**src/rtl/multicycle_control_unit_if.sv**
```systemverilog
// Instruction handshake, ALU flags, memory handshake and datapath control bundle
// for the multicycle control unit.
interface multicycle_control_unit_if #(
  parameter int unsigned REG_SEL_W = 2
);
  localparam int unsigned OPCODE_W = 23 + 2 * REG_SEL_W;

  logic                 instr_valid;
  logic                 instr_ready;
  logic [OPCODE_W-1:0]  opcode;
  logic [3:0]           flags;
  logic                 dmem_ready;

  logic                 imem_we;
  logic                 pc_mux;
  logic                 pc_we;
  logic [REG_SEL_W-1:0] reg_port0_sel;
  logic [REG_SEL_W-1:0] reg_port1_sel;
  logic [REG_SEL_W-1:0] reg_write_sel;
  logic                 reg_write_en;
  logic                 alu_src_mux;
  logic [1:0]           alu_select;
  logic                 flag_write_en;
  logic                 alu_result_mux;
  logic                 dmem_input_mux;
  logic                 dmem_write_en;
  logic                 dmem_read_en;
  logic                 reg_writeback_mux;

  logic [4:0]           opi_o;
  logic                 illegal_op;
  logic                 mem_fault;
  logic [2:0]           state_o;

  modport master (
    output instr_valid, opcode, flags, dmem_ready,
    input  instr_ready, imem_we, pc_mux, pc_we, reg_port0_sel, reg_port1_sel,
           reg_write_sel, reg_write_en, alu_src_mux, alu_select, flag_write_en,
           alu_result_mux, dmem_input_mux, dmem_write_en, dmem_read_en,
           reg_writeback_mux, opi_o, illegal_op, mem_fault, state_o
  );

  modport slave (
    input  instr_valid, opcode, flags, dmem_ready,
    output instr_ready, imem_we, pc_mux, pc_we, reg_port0_sel, reg_port1_sel,
           reg_write_sel, reg_write_en, alu_src_mux, alu_select, flag_write_en,
           alu_result_mux, dmem_input_mux, dmem_write_en, dmem_read_en,
           reg_writeback_mux, opi_o, illegal_op, mem_fault, state_o
  );
endinterface

```
**src/rtl/multicycle_control_unit.sv**
```systemverilog
// Multicycle CPU control unit: one-hot opcode decode, IDLE/EXEC/MEM/WB sequencing,
// branch resolution and bounded data-memory wait with fault skip.
module multicycle_control_unit #(
  parameter int unsigned REG_SEL_W   = 2,
  parameter int unsigned MEM_TIMEOUT = 15
) (
  input logic                      clk,
  input logic                      rst,
  multicycle_control_unit_if.slave bus
);
  localparam int unsigned OP_W  = 23;
  localparam int unsigned CNT_W = 8;

  typedef enum logic [2:0] {IDLE = 3'd0, EXEC = 3'd1, MEM = 3'd2, WB = 3'd3} state_e;

  localparam logic [4:0] OP_INPUTC = 5'd1,  OP_INPUTCF = 5'd2,  OP_INPUTD = 5'd3;
  localparam logic [4:0] OP_INPUTDF = 5'd4, OP_MOVE = 5'd5,     OP_LOADI = 5'd6;
  localparam logic [4:0] OP_ADD = 5'd7,     OP_ADDI = 5'd8,     OP_SUB = 5'd9;
  localparam logic [4:0] OP_SUBI = 5'd10,   OP_LOAD = 5'd11,    OP_LOADF = 5'd12;
  localparam logic [4:0] OP_STORE = 5'd13,  OP_STOREF = 5'd14,  OP_SHIFTL = 5'd15;
  localparam logic [4:0] OP_SHIFTR = 5'd16, OP_CMP = 5'd17,     OP_JUMP = 5'd18;
  localparam logic [4:0] OP_BRE = 5'd19,    OP_BRNE = 5'd20,    OP_BRG = 5'd21;
  localparam logic [4:0] OP_BRGE = 5'd22;

  state_e               state_q, state_d;
  logic [CNT_W-1:0]     wait_q, wait_d;
  logic [4:0]           opi_q, opi_d;
  logic [REG_SEL_W-1:0] x_q, x_d, y_q, y_d;
  logic                 illegal_q, illegal_d;

  logic [OP_W-1:0]      op_field;
  logic [4:0]           dec_opi;
  logic                 dec_seen, dec_multi;

  logic                 is_mem, is_load, is_wb, is_flag, is_imem, br_take;
  logic [REG_SEL_W-1:0] sel0, sel1;
  logic [1:0]           alu_sel;
  logic                 src_imm, res_sel, din_sel, wb_sel;
  logic                 z_flag, ge_flag, active;
  logic                 unused_flag;

  logic pc_we_c, pc_mux_c, flag_we_c, imem_we_c, reg_we_c, dmem_we_c, dmem_re_c;
  logic mem_fault_c, ready_c;

  assign op_field    = bus.opcode[OP_W-1:0];
  assign z_flag      = bus.flags[0];
  assign ge_flag     = ~(bus.flags[1] ^ bus.flags[2]);
  assign unused_flag = bus.flags[3];
  assign active      = (state_q != IDLE);

  // Incoming op field to index; any multi-hot field collapses to NOOP.
  always_comb begin
    dec_opi   = '0;
    dec_seen  = 1'b0;
    dec_multi = 1'b0;
    for (int k = 0; k < int'(OP_W); k++) begin
      if (op_field[k]) begin
        dec_multi = dec_multi | dec_seen;
        dec_seen  = 1'b1;
        dec_opi   = 5'(k + 1);
      end
    end
    if (dec_multi) dec_opi = '0;
  end

  // Per-op datapath controls and classification from the registered op.
  always_comb begin
    is_mem  = 1'b0;
    is_load = 1'b0;
    is_wb   = 1'b0;
    is_flag = 1'b0;
    is_imem = 1'b0;
    br_take = 1'b0;
    sel0    = '0;
    sel1    = '0;
    alu_sel = 2'b00;
    src_imm = 1'b0;
    res_sel = 1'b0;
    din_sel = 1'b0;
    wb_sel  = 1'b0;
    case (opi_q)
      OP_INPUTC:  begin is_imem = 1'b1; res_sel = 1'b1; end
      OP_INPUTCF: begin is_imem = 1'b1; sel0 = x_q; alu_sel = 2'b10; src_imm = 1'b1; end
      OP_INPUTD:  begin is_mem = 1'b1; res_sel = 1'b1; din_sel = 1'b1; end
      OP_INPUTDF: begin is_mem = 1'b1; sel0 = x_q; alu_sel = 2'b10; src_imm = 1'b1; din_sel = 1'b1; end
      OP_MOVE:    begin is_wb = 1'b1; sel0 = y_q; alu_sel = 2'b10; end
      OP_LOADI:   begin is_wb = 1'b1; res_sel = 1'b1; end
      OP_ADD:     begin is_wb = 1'b1; is_flag = 1'b1; sel0 = x_q; sel1 = y_q; alu_sel = 2'b10; end
      OP_ADDI:    begin is_wb = 1'b1; is_flag = 1'b1; sel0 = x_q; alu_sel = 2'b10; src_imm = 1'b1; end
      OP_SUB:     begin is_wb = 1'b1; is_flag = 1'b1; sel0 = x_q; sel1 = y_q; alu_sel = 2'b11; end
      OP_SUBI:    begin is_wb = 1'b1; is_flag = 1'b1; sel0 = x_q; alu_sel = 2'b11; src_imm = 1'b1; end
      OP_LOAD:    begin is_mem = 1'b1; is_load = 1'b1; res_sel = 1'b1; wb_sel = 1'b1; end
      OP_LOADF:   begin is_mem = 1'b1; is_load = 1'b1; sel0 = y_q; alu_sel = 2'b10; src_imm = 1'b1; wb_sel = 1'b1; end
      OP_STORE:   begin is_mem = 1'b1; sel1 = x_q; end
      OP_STOREF:  begin is_mem = 1'b1; sel0 = y_q; sel1 = x_q; alu_sel = 2'b10; src_imm = 1'b1; end
      OP_SHIFTL:  begin is_wb = 1'b1; is_flag = 1'b1; sel0 = x_q; end
      OP_SHIFTR:  begin is_wb = 1'b1; is_flag = 1'b1; sel0 = x_q; alu_sel = 2'b01; end
      OP_CMP:     begin is_flag = 1'b1; sel0 = x_q; sel1 = y_q; alu_sel = 2'b11; end
      OP_JUMP:    br_take = 1'b1;
      OP_BRE:     br_take = z_flag;
      OP_BRNE:    br_take = ~z_flag;
      OP_BRG:     br_take = ~z_flag & ge_flag;
      OP_BRGE:    br_take = ge_flag;
      default:    ;
    endcase
  end

  // Next state and per-cycle strobes.
  always_comb begin
    state_d     = state_q;
    wait_d      = wait_q;
    opi_d       = opi_q;
    x_d         = x_q;
    y_d         = y_q;
    illegal_d   = 1'b0;
    ready_c     = 1'b0;
    pc_we_c     = 1'b0;
    pc_mux_c    = 1'b0;
    flag_we_c   = 1'b0;
    imem_we_c   = 1'b0;
    reg_we_c    = 1'b0;
    dmem_we_c   = 1'b0;
    dmem_re_c   = 1'b0;
    mem_fault_c = 1'b0;
    case (state_q)
      IDLE: begin
        ready_c = 1'b1;
        if (bus.instr_valid) begin
          opi_d     = dec_opi;
          y_d       = bus.opcode[OP_W +: REG_SEL_W];
          x_d       = bus.opcode[OP_W + REG_SEL_W +: REG_SEL_W];
          illegal_d = dec_multi;
          state_d   = EXEC;
        end
      end
      EXEC: begin
        flag_we_c = is_flag;
        imem_we_c = is_imem;
        pc_mux_c  = br_take;
        if (is_mem) begin
          wait_d  = '0;
          state_d = MEM;
        end else if (is_wb) begin
          state_d = WB;
        end else begin
          pc_we_c = 1'b1;
          state_d = IDLE;
        end
      end
      MEM: begin
        dmem_we_c = ~is_load;
        dmem_re_c = is_load;
        if (bus.dmem_ready) begin
          if (is_load) begin
            state_d = WB;
          end else begin
            pc_we_c = 1'b1;
            state_d = IDLE;
          end
        end else if (wait_q == CNT_W'(MEM_TIMEOUT - 1)) begin
          // Give up on the access: skip the instruction without a register write.
          mem_fault_c = 1'b1;
          pc_we_c     = 1'b1;
          state_d     = IDLE;
        end else begin
          wait_d = wait_q + CNT_W'(1);
        end
      end
      WB: begin
        reg_we_c = 1'b1;
        pc_we_c  = 1'b1;
        state_d  = IDLE;
      end
      default: state_d = IDLE;
    endcase
  end

  always_ff @(posedge clk) begin
    if (rst) begin
      state_q   <= IDLE;
      wait_q    <= '0;
      opi_q     <= '0;
      x_q       <= '0;
      y_q       <= '0;
      illegal_q <= 1'b0;
    end else begin
      state_q   <= state_d;
      wait_q    <= wait_d;
      opi_q     <= opi_d;
      x_q       <= x_d;
      y_q       <= y_d;
      illegal_q <= illegal_d;
    end
  end

  assign bus.instr_ready       = ready_c;
  assign bus.pc_we             = pc_we_c;
  assign bus.pc_mux            = pc_mux_c;
  assign bus.flag_write_en     = flag_we_c;
  assign bus.imem_we           = imem_we_c;
  assign bus.reg_write_en      = reg_we_c;
  assign bus.dmem_write_en     = dmem_we_c;
  assign bus.dmem_read_en      = dmem_re_c;
  assign bus.mem_fault         = mem_fault_c;
  assign bus.illegal_op        = illegal_q;
  assign bus.state_o           = state_q;
  assign bus.opi_o             = active ? opi_q : '0;
  assign bus.reg_port0_sel     = active ? sel0 : '0;
  assign bus.reg_port1_sel     = active ? sel1 : '0;
  assign bus.reg_write_sel     = (active && (is_wb || is_load)) ? x_q : '0;
  assign bus.alu_select        = active ? alu_sel : 2'b00;
  assign bus.alu_src_mux       = active & src_imm;
  assign bus.alu_result_mux    = active & res_sel;
  assign bus.dmem_input_mux    = active & din_sel;
  assign bus.reg_writeback_mux = active & wb_sel;
endmodule

```
**src/flat_wrapper.sv**
```systemverilog
// flat-port wrapper written by rule: the top's interface ports become plain ports
module multicycle_control_unit_flat 
#(
  parameter int unsigned REG_SEL_W   = 2,
  parameter int unsigned MEM_TIMEOUT = 15
)
  (clk, rst, bus_instr_valid, bus_opcode, bus_flags, bus_dmem_ready, bus_instr_ready, bus_imem_we, bus_pc_mux, bus_pc_we, bus_reg_port0_sel, bus_reg_port1_sel, bus_reg_write_sel, bus_reg_write_en, bus_alu_src_mux, bus_alu_select, bus_flag_write_en, bus_alu_result_mux, bus_dmem_input_mux, bus_dmem_write_en, bus_dmem_read_en, bus_reg_writeback_mux, bus_opi_o, bus_illegal_op, bus_mem_fault, bus_state_o);
  multicycle_control_unit_if #(.REG_SEL_W(REG_SEL_W)) bus_i ();
  input logic clk;
  input logic rst;
  input wire logic [$bits(bus_i.instr_valid)-1:0] bus_instr_valid;
  input wire logic [$bits(bus_i.opcode)-1:0] bus_opcode;
  input wire logic [$bits(bus_i.flags)-1:0] bus_flags;
  input wire logic [$bits(bus_i.dmem_ready)-1:0] bus_dmem_ready;
  output wire logic [$bits(bus_i.instr_ready)-1:0] bus_instr_ready;
  output wire logic [$bits(bus_i.imem_we)-1:0] bus_imem_we;
  output wire logic [$bits(bus_i.pc_mux)-1:0] bus_pc_mux;
  output wire logic [$bits(bus_i.pc_we)-1:0] bus_pc_we;
  output wire logic [$bits(bus_i.reg_port0_sel)-1:0] bus_reg_port0_sel;
  output wire logic [$bits(bus_i.reg_port1_sel)-1:0] bus_reg_port1_sel;
  output wire logic [$bits(bus_i.reg_write_sel)-1:0] bus_reg_write_sel;
  output wire logic [$bits(bus_i.reg_write_en)-1:0] bus_reg_write_en;
  output wire logic [$bits(bus_i.alu_src_mux)-1:0] bus_alu_src_mux;
  output wire logic [$bits(bus_i.alu_select)-1:0] bus_alu_select;
  output wire logic [$bits(bus_i.flag_write_en)-1:0] bus_flag_write_en;
  output wire logic [$bits(bus_i.alu_result_mux)-1:0] bus_alu_result_mux;
  output wire logic [$bits(bus_i.dmem_input_mux)-1:0] bus_dmem_input_mux;
  output wire logic [$bits(bus_i.dmem_write_en)-1:0] bus_dmem_write_en;
  output wire logic [$bits(bus_i.dmem_read_en)-1:0] bus_dmem_read_en;
  output wire logic [$bits(bus_i.reg_writeback_mux)-1:0] bus_reg_writeback_mux;
  output wire logic [$bits(bus_i.opi_o)-1:0] bus_opi_o;
  output wire logic [$bits(bus_i.illegal_op)-1:0] bus_illegal_op;
  output wire logic [$bits(bus_i.mem_fault)-1:0] bus_mem_fault;
  output wire logic [$bits(bus_i.state_o)-1:0] bus_state_o;
  assign bus_i.instr_valid = bus_instr_valid;
  assign bus_i.opcode = bus_opcode;
  assign bus_i.flags = bus_flags;
  assign bus_i.dmem_ready = bus_dmem_ready;
  assign bus_instr_ready = bus_i.instr_ready;
  assign bus_imem_we = bus_i.imem_we;
  assign bus_pc_mux = bus_i.pc_mux;
  assign bus_pc_we = bus_i.pc_we;
  assign bus_reg_port0_sel = bus_i.reg_port0_sel;
  assign bus_reg_port1_sel = bus_i.reg_port1_sel;
  assign bus_reg_write_sel = bus_i.reg_write_sel;
  assign bus_reg_write_en = bus_i.reg_write_en;
  assign bus_alu_src_mux = bus_i.alu_src_mux;
  assign bus_alu_select = bus_i.alu_select;
  assign bus_flag_write_en = bus_i.flag_write_en;
  assign bus_alu_result_mux = bus_i.alu_result_mux;
  assign bus_dmem_input_mux = bus_i.dmem_input_mux;
  assign bus_dmem_write_en = bus_i.dmem_write_en;
  assign bus_dmem_read_en = bus_i.dmem_read_en;
  assign bus_reg_writeback_mux = bus_i.reg_writeback_mux;
  assign bus_opi_o = bus_i.opi_o;
  assign bus_illegal_op = bus_i.illegal_op;
  assign bus_mem_fault = bus_i.mem_fault;
  assign bus_state_o = bus_i.state_o;
  multicycle_control_unit #(.REG_SEL_W(REG_SEL_W), .MEM_TIMEOUT(MEM_TIMEOUT)) u_core (.clk(clk), .rst(rst), .bus(bus_i));
endmodule
```
**config.mk**
```make
export PLATFORM = sky130hd
export DESIGN_NAME = multicycle_control_unit_flat
export DESIGN_NICKNAME = d
export VERILOG_FILES = /design/src/rtl/multicycle_control_unit_if.sv /design/src/rtl/multicycle_control_unit.sv /design/src/flat_wrapper.sv
export SDC_FILE = /design/constraint.sdc
export NUM_CORES = 1
export LEC_CHECK = 0
export CAP_MARGIN = 30
export CORE_ASPECT_RATIO = 1.75
export CORE_MARGIN = 1
export CORE_UTILIZATION = 41
export CTS_CLUSTER_DIAMETER = 30
export DETAILED_ROUTE_END_ITERATION = 6
export PLACE_DENSITY_LB_ADDON = 0.12
export SLEW_MARGIN = 20
export SYNTH_ARGS = -nofsm -noshare
export SYNTH_HDL_FRONTEND = slang
export SYNTH_SLANG_ARGS = --single-unit
```
**constraint.sdc**
```tcl
create_clock -name clk -period 4.85 [get_ports clk]
set_input_delay 1.455 -clock clk [delete_from_list [all_inputs] [get_ports clk]]
set_output_delay 1.455 -clock clk [all_outputs]
set_load 0.01 [all_outputs]
```
### Yosys cells after proc, flatten, opt, wreduce, memory -nomap -nowiden

Cells that the tools add are included.

| operators by class | value |
|---|---|
| bitwise gates (word level) | 32 |
| reduce and logical (&&, ||, !) cells | 23 |
| add/sub/neg operators | 1 |
| eq/ne operators | 31 |
| multiplexer cells | 111 |

Operator list:

| kind | number |
|---|---|
| two-way mux 5 bit | 24 |
| two-way mux 1 bit | 67 |
| == test 5 x 4 -> 1 bit, second input constant | 8 |
| == test 5 bit, second input constant | 7 |
| two-way mux 8 bit | 3 |
| bitwise OR 1 bit | 21 |
| == test 5 x 3 -> 1 bit, second input constant | 4 |
| case mux 8 bit (2 select lines) | 1 |
| OR reduction 7 bit | 2 |
| two-way mux 2 bit | 6 |
| two-way mux 3 bit | 4 |
| OR reduction 3 bit | 4 |
| OR reduction 6 bit | 2 |
| == test 5 x 2 -> 1 bit, second input constant | 2 |
| case mux 3 bit (3 select lines) | 1 |
| OR reduction 9 bit | 1 |
| adder 8 x 1 -> 8 bit, second input constant | 1 |
| == test 8 x 4 -> 1 bit, second input constant | 1 |
| case mux 2 bit (2 select lines) | 2 |
| OR reduction 2 bit | 4 |
| OR reduction 8 bit | 1 |
| == test 3 x 2 -> 1 bit, second input constant | 2 |
| != test 2 bit, second input constant | 3 |
| case mux 2 bit (3 select lines) | 1 |
| 17 further kinds | 26 |

| word-level totals | value |
|---|---|
| output and inout bits | 30 |
| logic and storage cells | 204 |
| bits in registers | 21 |

### Logic depth before layout (Yosys ltp)

Gate-level depths: netlist of the first run.

| logic depth | value |
|---|---|
| depth in word-level cells | 45 |
| gate-level depth with buffers | 8 |

### Worst setup path after synthesis of the first run

No wires, ideal clock.

| timing | value |
|---|---|
| path type | input -> output |
| from | in bus_flags[2] |
| to | out bus_pc_mux |
| arrival time | 2.486 ns |
| required time | 3.395 ns |
| path slack | 0.909 ns |
| stages on the path | 4 |
| cells stage by stage | xor2_1 > a21oi_1 > a21oi_1 > a2111oi_0 |

| between the ends | value |
|---|---|
| cells in the longest elaborated chain, start to end | 5 |

Ends and longest elaborated chain:

| item | line | text |
|---|---|---|
| from (decl) | flat_wrapper.sv:13 | `input wire logic [$bits(bus_i.flags)-1:0] bus_flags;` |
| XOR 1 bit * | multicycle_control_unit.sv:47 | `assign ge_flag = ~(bus.flags[1] ^ bus.flags[2]);` |
| inverter 1 bit * | multicycle_control_unit.sv:47 |  |
| bitwise AND 1 bit | multicycle_control_unit.sv:102 | `OP_BRG: br_take = ~z_flag & ge_flag;` |
| case mux 1 bit (5 select lines) * | multicycle_control_unit.sv:81 | `case (opi_q)` |
| two-way mux 1 bit * | multicycle_control_unit.sv:125 | `case (state_q)` |
| to (decl) | flat_wrapper.sv:17 | `output wire logic [$bits(bus_i.pc_mux)-1:0] bus_pc_mux;` |

Mark *: on every way between the ends. The rest lies on a longest branch, timed or not.

### Final worst setup path of the first run

Ends and elaborated chain as after synthesis.

==> PnR_summary.wiki, run 1 <==
{| class="wikitable"
! Metric !! Value
|-
| Result of the run || complete, no violations
|-
| Data arrival time of the worst path || 3.24 ns
|-
| # Max-Cap Violations || 0
|-
| Row cnt || 32
|-
| First-pass GRT wire length || 8342 um
|-
| DRC Markers || 0
|-
| Root buffer selected by CTS || clkbuf_8
|-
| Fin crit share || 96.81%
|-
| Cell area power density || between 100 and 150 mW/mm^2
|-
| Leakage power summed over all cells || 0.8569 nW
|-
| Placer Congestion || 0.8341
|-
| Most common library cell in the layout ignoring fill and taps || clkdlybuf4s50_1
|-
| TritonRoute pass-1 iters || 5
|-
| Clock insertion delay at the later pin of the skew report || 0.25 ns
|-
| Drt wl/cell || 13.31 um
|-
| DR vias || 2117
|-
| Highest ir drop seen on vdd || about 0.00014 V
|-
| Core Area || 0.004364 mm^2
|-
| Clock tree from TritonCTS || yes
|-
| Cell taking the most area after synthesis || dfxtp_1
|-
| DP HPWL || 3887 um
|-
| Sort of element at the end of the critical path || output port
|-
| Layout overhead on the synthesized area || 35.63%
|-
| Max Clock Freq || approximately 210 MHz
|-
| Post-Layout Cell Count || ~370
|-
| Hold Crit Class || reg -> reg
|-
| Post-synthesis average cell area || 6.919 um^2
|-
| Final worst path period need || 4.695 ns
|-
| Leading cell types by total area after synthesis || dfxtp_1 (22%), nor2_1 (8.7%), a21oi_1 (5.7%)
|-
| Congestion Overflow GR || 0
|-
| Maximum number of pins on one net before global-route repair || 24
|-
| Share of post-route cells with drive strength above 1 || under 10%
|-
| Top FF cell, synth || dfxtp_1
|-
| Highest-count cells in the layout ignoring fill and taps || clkdlybuf4s50_1 (62), nor2_1 (43), a21oi_1 (21), nand2_1 (21), dfxtp_1 (20)
|-
| Wire length after detailed routing || 4911 um
|-
| Overall routing resource usage || 21.92%
|-
| Distinct cells, synth || 57
|-
| Post-Place Worst Slack || around 0.15 ns
|-
| Count of final hold-check violations || 0
|-
| Via-to-Cell Ratio || 5.737
|-
| Final total power || around 0.00036 W
|-
| Share of the synthesized area in the top cell type || ~22%
|-
| DIE HEIGHT || 90.97 um
|-
| Htree depth || 1
|-
| Nets || ~360
|-
| Tightest Pin Transition || 0.7243 ns
|-
| Post-synthesis async set-or-reset flop share || 0%
|-
| Horizontal die dimension || 52.84 um
|-
| Element type at the critical path start || input port
|-
| Starting DRC count in detailed routing || 68
|-
| Number of antenna-violating nets in the routed design || 0
|-
| Final worst clock skew || 0.006450 ns
|-
| Input/output buffers || 62
|-
| Length of routed wiring on met1 || between 1500 and 2000 um
|-
| Flip-flop and latch count after synthesis || 20
|-
| Die outline area || 0.004806 mm^2
|-
| Max Slew Vio Count || 0
|-
| Wire length on met3 || 130 um
|-
| Cts hold-fix bufs || 0
|-
| Final setup violation count || 0
|-
| Post-synthesis net count || approximately 310
|-
| Cell area after synthesis || between 0.0015 and 0.002 mm^2
|-
| Sequential cell area fraction in the yosys report || 21.59%
|-
| Via count of the first global-routing pass || approximately 2000
|-
| RSZ-0062 raised after global routing || no
|-
| Max Used Layer || met4
|-
| Critical path peak fanout || 2
|-
| Num CTS Buffers || 3
|-
| Data required, critical path || 3.39 ns
|-
| Effective utilization at floorplan || a little over two fifths
|-
| Ant. Diodes || 0
|-
| Met2 wirelength from detailed routing || 2788 um
|-
| Total Negative Setup Slacks || 0 ns
|-
| Maximum clock path buffer count || 2
|-
| Boundary pin count || 65
|-
| Number of sinks handled by clock tree synthesis || 20
|-
| Instance count after placement with tap cells included || 366
|-
| Crit Path Class || in -> out
|-
| Relative slew slack || about half
|-
| Clock slew at the register clock pins of the worst setup and hold paths || 0.06 ns
|-
| Number of instances in the synthesized netlist || between 200 and 300
|-
| Yosys Warn Count || 0
|-
| EDFF count, synth || 0
|-
| Final worst setup slack || 0.1546 ns
|-
| Number of antenna violations at the first check in global routing || 0
|}
synth_stat cells (7+ instances only):
master	number
nor3_1	14
nand2_1	21
a21oi_1	21
inv_1	8
xor2_1	8
nor2_1	43
nor4_1	7
o21ai_0	10
dfxtp_1	20
nor2b_1	8
clkbuf_1	8
power by group:
| part | internal [W] | switching, W |
|---|---|---|
| Clock | 0.0000551 | 0.0000482 |
| Sequential | 0.000168 | 0.00000356 |
| Combinational | 0.0000431 | 0.0000408 |
| Total | 0.000266 | 0.0000926 |
path summary, 6_finish.rpt:
check | endpoint | from | depth (start not counted) | slack [ns]
worst max-delay path | bus_pc_mux | bus_flags[2] | 6 | 0.15
worst min register to register | u_core.y_q[1] | u_core.y_q[1] | 2 | 0.48
worst min-delay path | u_core.y_q[1] | u_core.y_q[1] | 2 | 0.48
worst max register to register | u_core.bus.state_o[0] | u_core.opi_q[1] | 6 | 2.73
routing by layer:
| metal | track usage (%) | vias up |
|---|---|---|
| met5 | 0 | - |
| met4 | 6.798 | 0 |
| met3 | 2.178 | 6 |
| met2 | 43.35 | 61 |
| met1 | 21.99 | 971 |
| li1 | - | 1079 |
cells by family after synthesis:
| group | Yosys count | share of synthesized area [%] |
|---|---|---|
| AO/OA/AOI/OAI | 77 | 28.41 |
| XOR/XNOR | 9 | 4.251 |
| adder cells (fa/ha/maj) | 5 | 2.969 |
| buffers and inverters | 25 | 5.601 |
| flip-flops | 20 | 21.59 |
| multiplexers | 1 | 0.5398 |
| other | 1 | 0.2022 |
| AND/OR/NAND/NOR | 130 | 36.44 |
state kept, by name (all words and copies together), names as in the netlist:
register               flops
u_core.y_q                 2
u_core.bus.illegal_op      1
u_core.bus.state_o         2
u_core.opi_q               5
u_core.x_q                 2
u_core.wait_q              8
metrics by stage:
stage	utilization [%]	area, um^2	hold slack (ns)
3_5_place_dp	56.65	2472	0.4719
3_3_place_gp	56.65	2472	0.4602
5_1_grt	57.63	2515	0.5041
4_1_cts	57.60	2514	0.4809
6_report	57.63	2515	0.4783
2_1_floorplan	-	1854	0.4494
critical path, stage by stage:
cell	delay, ns
clkdlybuf4s50_1	0.41
xor2_1	0.18
a21oi_1	0.15
a21oi_1	0.06
a2111oi_1	0.39
clkdlybuf4s50_1	0.60
final cells by class:
cell class | count | area, um^2
Sequential cell | 20 | 400.4
Inverter | 10 | 37.54
Fill cell | 418 | 1849
Clock buffer | 3 | 41.29
Timing Repair Buffer | 62 | 620.6
Tap cell | 51 | 63.81
Multi-Input combinational cell | 223 | 1351
timing repair:
action,4_1_cts,5_1_grt
resized for setup,0,1
buffers inserted,0,0
endpoints found under the setup margin,0,1
(Power assumes the default switching activity.)
==> inputs of run 2 (changes only) <==
--- a/config.mk
+++ b/config.mk
@@ -11,6 +11,7 @@
 export CORE_UTILIZATION = 41
 export CTS_CLUSTER_DIAMETER = 30
 export DETAILED_ROUTE_END_ITERATION = 6
+export GPL_TIMING_DRIVEN = 0
 export PLACE_DENSITY_LB_ADDON = 0.12
 export SLEW_MARGIN = 20
 export SYNTH_ARGS = -nofsm -noshare
==> constraint.sdc (replaced) <==
create_clock -name clk -period 4.6 [get_ports clk]
set_input_delay 1.38 -clock clk [delete_from_list [all_inputs] [get_ports clk]]
set_output_delay 1.38 -clock clk [all_outputs]
set_load 0.01 [all_outputs]
==> run 2 against run 1 <==
Against the previous run:
- die area unchanged
- non-clock buffer count is 14 higher
- power grew 5.4%
- sequential power increased by 5%
- final cell count rose by 3.8%
- design area rose by 2.3%
- first-iteration DRC count rose by 16%
- critical path type unchanged
- highest routed layer unchanged
==> PnR_summary.wiki, run 2 (same netlist as run 1, synthesis figures left out) <==
{| class="wikitable"
! Metric !! Value
|-
| List of cells traversed by the critical path || clkdlybuf4s50_1, o21ai_0, o21ai_0, a21oi_1, nor2_1, clkdlybuf4s50_1 (was clkdlybuf4s50_1, xor2_1, a21oi_1, a21oi_1, a2111oi_1, clkdlybuf4s50_1)
|-
| Slowest-stage cell, CP || clkdlybuf4s50_1 (unchanged)
|-
| Tightest Pin Transition || 0.5472 ns (was 0.7243 ns)
|-
| Via-to-Cell Ratio || 5.582 (was 5.737)
|-
| Critical path peak fanout || 5 (was 2)
|-
| Number of sinks handled by clock tree synthesis || 20 (unchanged)
|-
| Data required, critical path || 3.22 ns (was 3.39 ns)
|-
| Number of flip-flops under the largest register name || 8 (unchanged)
|-
| Fin crit share || 93.09%
|-
| Congestion Overflow GR || 0 (unchanged)
|-
| Maximum clock path buffer count || 2 (unchanged)
|-
| Horizontal die dimension || 52.84 um (unchanged)
|-
| Count of final hold-check violations || 0 (unchanged)
|-
| First-pass GRT wire length || 8252 um (was 8342 um)
|-
| Element type at the critical path start || input port (unchanged)
|-
| Htree depth || 1 (unchanged)
|-
| Crit Path Class || in -> out (unchanged)
|-
| DIE HEIGHT || 90.97 um (unchanged)
|-
| DRC Markers || 0 (unchanged)
|-
| Max incr delay on CP || 0.59 ns (was 0.60 ns)
|-
| Input/output buffers || 61 (was 62)
|-
| Ant. Diodes || 0 (unchanged)
|-
| Nets || 371 (was 357)
|-
| Highest-count cells in the layout ignoring fill and taps || clkdlybuf4s50_1 (60), nor2_1 (43), a21oi_1 (21), nand2_1 (21), dfxtp_1 (20) (was clkdlybuf4s50_1 (62), nor2_1 (43), a21oi_1 (21), nand2_1 (21), dfxtp_1 (20))
|-
| Final setup violation count || 0 (unchanged)
|-
| Clock insertion delay at the later pin of the skew report || 0.25 ns (about the same)
|-
| Starting DRC count in detailed routing || 79 (was 68)
|-
| Biggest regs || u_core.wait_q (8), u_core.opi_q (5) (unchanged)
|-
| Overall routing resource usage || 21.87% (was 21.92%)
|-
| Sort of element at the end of the critical path || output port (unchanged)
|-
| Die outline area || 0.004806 mm^2 (unchanged)
|-
| Root buffer selected by CTS || clkbuf_8 (unchanged)
|-
| Maximum number of pins on one net before global-route repair || 11 (was 24)
|-
| Most common library cell in the layout ignoring fill and taps || clkdlybuf4s50_1 (unchanged)
|-
| Number of filler cells placed in the layout || 418 (unchanged)
|-
| Number of antenna violations at the first check in global routing || 0 (unchanged)
|-
| Num CTS Buffers || 3 (unchanged)
|-
| Bufs and invs on worst path || 2 (unchanged)
|-
| Reg-to-reg setup timing slack || 2.57 ns (was 2.73 ns)
|-
| Leakage power summed over all cells || 0.9151 nW (was 0.8569 nW)
|-
| Total Negative Setup Slacks || 0 ns (unchanged)
|-
| Cell area power density || 146.9 mW/mm^2 (was 142.5 mW/mm^2)
|-
| Placer Congestion || 0.8079 (was 0.8341)
|-
| DP HPWL || 4098 um (was 3887 um)
|-
| Wire length after detailed routing || 5066 um (was 4911 um)
|-
| Family with the most delay on the worst path || buffers and inverters (unchanged)
|-
| Count of buffers added by post-CTS timing repair for setup || 0 (unchanged)
|-
| Highest ir drop seen on vdd || 0.0001629 V (was 0.0001373 V)
|-
| Layout overhead on the synthesized area || 38.73% (was 35.63%)
|-
| Share of post-route cells with drive strength above 1 || 6.024% (was 4.403%)
|-
| Row cnt || 32 (unchanged)
|-
| Relative slew slack || 63.19% (was 51.65%)
|-
| # Max-Cap Violations || 0 (unchanged)
|-
| Drt wl/cell || 13.23 um (was 13.31 um)
|-
| Final worst path period need || 4.282 ns
|-
| TritonRoute pass-1 iters || 4 (was 5)
|-
| Hold Worst Slack || 0.4767 ns (was 0.4783 ns)
|-
| Largest register by flop count || u_core.wait_q (unchanged)
|-
| Clock tree from TritonCTS || yes (unchanged)
|-
| Max Slew Vio Count || 0 (unchanged)
|-
| Clock slew at the register clock pins of the worst setup and hold paths || 0.06 ns (about the same)
|-
| Number of antenna-violating nets in the routed design || 0 (unchanged)
|-
| Max Clock Freq || 233.5 MHz
|-
| Core Area || 0.004364 mm^2 (unchanged)
|-
| Via count of the first global-routing pass || 2000 (was 2024)
|-
| Effective utilization at floorplan || 42.49% (unchanged)
|-
| Final worst clock skew || 0.005075 ns (was 0.006450 ns)
|-
| Result of the run || complete, no violations (unchanged)
|-
| Data arrival time of the worst path || 2.90 ns (was 3.24 ns)
|-
| Hold Crit Class || reg -> reg (unchanged)
|-
| RSZ-0062 raised after global routing || no (unchanged)
|-
| DR vias || 2138 (was 2117)
|-
| Boundary pin count || 65 (unchanged)
|}
==> run 2: changes by cell type in the layout (fill, tap and decap cells not counted), sizes merged <==
| cell | before | now |
|---|---|---|
| clkdlybuf4s50 | 62 | 60 |
| dlymetal6s2s | 0 | 1 |
| clkbuf | 3 | 11 |
| buf | 0 | 7 |
==> run 2: metrics by stage <==
stage	total power, W	utilization [%]	worst slack [ns]	area [um^2]	cells
after floorplan	0.0002200	-	0.8092	1854	268
after global placement	0.0002735	57.94	0.05140	2529	380
after detailed placement	0.0002744	57.94	0.03353	2529	380
after CTS	0.0003810	58.89	0.03162	2570	383
after global routing	0.0003963	58.95	0.2226	2572	383
final	0.0003778	58.95	0.3178	2572	383
==> run 2: worst paths after layout <==
check | start | to | cells after the start
worst max-delay path | bus_dmem_ready | bus_pc_we | 6
worst min-delay path | u_core.y_q[1] | u_core.y_q[1] | 2
worst max register to register | u_core.wait_q[0] | u_core.wait_q[5] | 8
worst min register to register | u_core.y_q[1] | u_core.y_q[1] | 2
==> run 2: what timing repair did <==
item	4_1_cts	5_1_grt
setup endpoints to repair	0	1
hold buffers	0	0
gates resized for setup	0	1
==> run 2: worst min-delay path: cells and delay by family (launching register included) <==
kind            cells  cell delay, ns
simple gates        1            0.05
flops               1            0.32
compound gates      1            0.05
==> run 2: final cells by class <==
class / instances / area [um^2] / share of cell area [%]
well taps: 51 / 63.81 / 2.481
clock buffers: 3 / 41.29 / 1.605
multi-input cells: 223 / 1350 / 52.48
inverters: 10 / 37.54 / 1.459
repair buffers: 61 / 613.1 / 23.83
plain buffers: 15 / 66.31 / 2.578
flip-flops and latches: 20 / 400.4 / 15.56
==> run 2: per-layer routing <==
metal  global-route usage [%]  routed length (um)  vias up
li1                         -                   -     1101
met1                    21.11                1945      959
met2                    44.09                2835       68
met3                    1.508                 143       10
met4                    7.675                 141        0
met5                        0                   0        -
==> run 2: where the power goes <==
part | switching [W] | internal [W] | leakage [nW]
clock network | 0.0000490 | 0.0000580 | 0.0216
registers | 0.00000270 | 0.000177 | 0.162
logic | 0.0000452 | 0.0000462 | 0.731
==> inputs of run 3 (changes only) <==
--- a/config.mk
+++ b/config.mk
@@ -7,12 +7,13 @@
 export LEC_CHECK = 0
 export CAP_MARGIN = 30
 export CORE_ASPECT_RATIO = 1.75
-export CORE_MARGIN = 1
+export CORE_MARGIN = 2
 export CORE_UTILIZATION = 41
 export CTS_CLUSTER_DIAMETER = 30
 export DETAILED_ROUTE_END_ITERATION = 6
 export GPL_TIMING_DRIVEN = 0
 export PLACE_DENSITY_LB_ADDON = 0.12
+export SKIP_CTS_REPAIR_TIMING = 1
 export SLEW_MARGIN = 20
 export SYNTH_ARGS = -nofsm -noshare
 export SYNTH_HDL_FRONTEND = slang
==> run 3 against run 2 <==
Against the previous run:
- core utilization up 0.69 points
- largest power group unchanged
- global-route usage is 0.51 points lower
- critical path type unchanged
- final cell count is 0.26% higher
==> PnR_summary.wiki, run 3 (same netlist as run 1, synthesis figures left out) <==
{| class="wikitable"
! Metric !! Value
|-
| Met3 Resource Use GR || 1.774% (was 1.508%)
|-
| Final setup violation count || 0 (unchanged)
|-
| Clock insertion delay at the later pin of the skew report || 0.26 ns (was 0.25 ns)
|-
| DR vias || 2165 (was 2138)
|-
| Final worst clock skew || 0.006480 ns (was 0.005075 ns)
|-
| Starting DRC count in detailed routing || 50 (was 79)
|-
| Count of final hold-check violations || 0 (unchanged)
|-
| Total Negative Setup Slacks || 0 ns (unchanged)
|-
| Htree depth || 1 (unchanged)
|-
| Result of the run || complete, no violations (unchanged)
|-
| Ant. Diodes || 0 (unchanged)
|-
| Final total power || 0.0004422 W (was 0.0003778 W)
|-
| Via-to-Cell Ratio || 5.638 (was 5.582)
|-
| Boundary pin count || 65 (unchanged)
|-
| Nets || 371 (unchanged)
|-
| Most common library cell in the layout ignoring fill and taps || clkdlybuf4s50_1 (unchanged)
|-
| Number of antenna-violating nets in the routed design || 0 (unchanged)
|-
| Highest ir drop seen on vdd || 0.0001796 V (was 0.0001629 V)
|-
| Clock slew at the register clock pins of the worst setup and hold paths || 0.07 ns (was 0.06 ns)
|-
| Met2 Use GR || 41.07% (was 44.09%)
|-
| Sw Ratio || 23.38% (was 25.64%)
|-
| Final worst setup slack || 0.2996 ns (was 0.3178 ns)
|-
| Num CTS Buffers || 3 (unchanged)
|-
| Sequential share of power || 40.5% (was 47.5%)
|-
| Biggest regs || u_core.wait_q (8), u_core.opi_q (5) (unchanged)
|-
| Wire length after detailed routing || 5163 um (was 5066 um)
|-
| Final worst path period need || 4.300 ns (was 4.282 ns)
|-
| Overall routing resource usage || 21.36% (was 21.87%)
|-
| Data required, critical path || 3.22 ns (about the same)
|-
| # Max-Cap Violations || 0 (unchanged)
|-
| Hold Worst Slack || 0.4763 ns (was 0.4767 ns)
|-
| Met1 Track Usage GR || 20.36% (was 21.11%)
|-
| TritonRoute pass-1 iters || 4 (unchanged)
|-
| Congestion Overflow GR || 0 (unchanged)
|-
| Slowest-stage cell, CP || clkdlybuf4s50_1 (unchanged)
|-
| Drt wl/cell || 13.45 um (was 13.23 um)
|-
| List of cells traversed by the critical path || clkdlybuf4s50_1, o21ai_0, o21ai_0, a21oi_1, nor2_1, clkdlybuf4s50_1 (unchanged)
|-
| DRC Markers || 0 (unchanged)
|-
| Crit Path Class || in -> out (unchanged)
|-
| Row cnt || 32 (unchanged)
|-
| DIE HEIGHT || 92.97 um (was 90.97 um)
|-
| Horizontal die dimension || 54.84 um (was 52.84 um)
|-
| Tightest Pin Transition || 0.5511 ns (was 0.5472 ns)
|-
| Fin crit share || 93.49% (was 93.09%)
|-
| Core Area || 0.004364 mm^2 (unchanged)
|-
| Share of post-route cells with drive strength above 1 || 6.306% (was 6.024%)
|-
| Critical path peak fanout || 5 (unchanged)
|-
| Cell area power density || 169.9 mW/mm^2 (was 146.9 mW/mm^2)
|-
| Via count of the first global-routing pass || 2021 (was 2000)
|-
| Maximum number of pins on one net before global-route repair || 13 (was 11)
|-
| Number of sinks handled by clock tree synthesis || 20 (unchanged)
|-
| Int Pwr || 0.0003388 W (was 0.0002809 W)
|-
| Number of flip-flops under the largest register name || 8 (unchanged)
|-
| Input/output buffers || 61 (unchanged)
|-
| Number of filler cells placed in the layout || 427 (was 418)
|-
| Data arrival time of the worst path || 2.92 ns (was 2.90 ns)
|-
| Placer Congestion || 0.7993 (was 0.8079)
|-
| Maximum clock path buffer count || 2 (unchanged)
|-
| Busiest layer in global routing || met2 (unchanged)
|-
| Comb power frac || 20.6% (was 24.2%)
|-
| Net switching power || 0.0001034 W (was 0.00009686 W)
|-
| DP HPWL || 4226 um (was 4098 um)
|-
| Relative slew slack || 62.92% (was 63.19%)
|-
| Leakage power summed over all cells || 0.9292 nW (was 0.9151 nW)
|-
| Die outline area || 0.005098 mm^2 (was 0.004806 mm^2)
|-
| Max Clock Freq || 232.5 MHz (was 233.5 MHz)
|-
| RSZ-0062 raised after global routing || no (unchanged)
|-
| Max Slew Vio Count || 0 (unchanged)
|-
| Sort of element at the end of the critical path || output port (unchanged)
|-
| First-pass GRT wire length || 8314 um (was 8252 um)
|-
| Layout overhead on the synthesized area || 40.35% (was 38.73%)
|-
| Effective utilization at floorplan || 42.49% (unchanged)
|-
| Post-Place Worst Slack || 0.03420 ns (was 0.03353 ns)
|-
| Proportion of power drawn by the clock network || 38.9% (was 28.3%)
|-
| Clock tree from TritonCTS || yes (unchanged)
|-
| Max incr delay on CP || 0.59 ns (about the same)
|-
| Root buffer selected by CTS || clkbuf_8 (unchanged)
|-
| Hold Crit Class || reg -> reg (unchanged)
|-
| Element type at the critical path start || input port (unchanged)
|-
| Highest-count cells in the layout ignoring fill and taps || clkdlybuf4s50_1 (60), nor2_1 (43), a21oi_1 (21), nand2_1 (21), dfxtp_1 (20) (unchanged)
|-
| Largest register by flop count || u_core.wait_q (unchanged)
|-
| Number of antenna violations at the first check in global routing || 0 (unchanged)
|}
[run 3: layout make-up]
class / instances / area (um^2) / share of cell area (%)
Buffer: 15 / 66.31 / 2.548
Clock buffer: 3 / 41.29 / 1.587
Clock inverter: 1 / 30.03 / 1.154
Inverter: 10 / 37.54 / 1.442
Multi-Input combinational cell: 223 / 1350 / 51.87
Sequential cell: 20 / 400.4 / 15.38
Tap cell: 51 / 63.81 / 2.452
Timing Repair Buffer: 61 / 613.1 / 23.56
[run 3: power groups by stage]
stage	clock [W]	sequential [W]	combinational (W)
global route	0.000183	0.000179	0.0000992
global placement	0	0.000183	0.0000908
CTS	0.000175	0.000179	0.0000919
finish	0.000172	0.000179	0.0000912
floorplan	0	0.000183	0.0000369
detailed placement	0	0.000183	0.0000916
[run 3: path summary, 6_finish.rpt]
path	slack, ns	cells past startpoint	start	end
min reg2reg	0.48	2	u_core.y_q[0]	u_core.y_q[0]
max reg2reg	2.58	8	u_core.wait_q[0]	u_core.wait_q[5]
min	0.48	2	u_core.y_q[0]	u_core.y_q[0]
max	0.30	6	bus_dmem_ready	bus_pc_we
[run 3: metal layers]
layer,part of all wire [%],routed length (um),vias to the layer above
met5,0,0,-
met4,3.5,179,0
met3,4.3,224,12
met2,56,2866,77
met1,37,1893,971
li1,-,-,1105
[run 3: through the flow]
step / instance area, um^2 / util [%] / std cells
6_report: 2603 / 59.63 / 384
5_1_grt: 2603 / 59.63 / 384
4_1_cts: 2600 / 59.58 / 384
3_5_place_dp: 2529 / 57.94 / 380
3_3_place_gp: 2529 / 57.94 / 380
2_1_floorplan: 1854 / - / 268
[run 3: worst max-delay path, delay by kind of cell]
| family | cells | cell delay, ns |
|---|---|---|
| AO/OA/AOI/OAI | 3 | 0.32 |
| AND/OR/NAND/NOR | 1 | 0.10 |
| buffers and inverters | 2 | 1.13 |
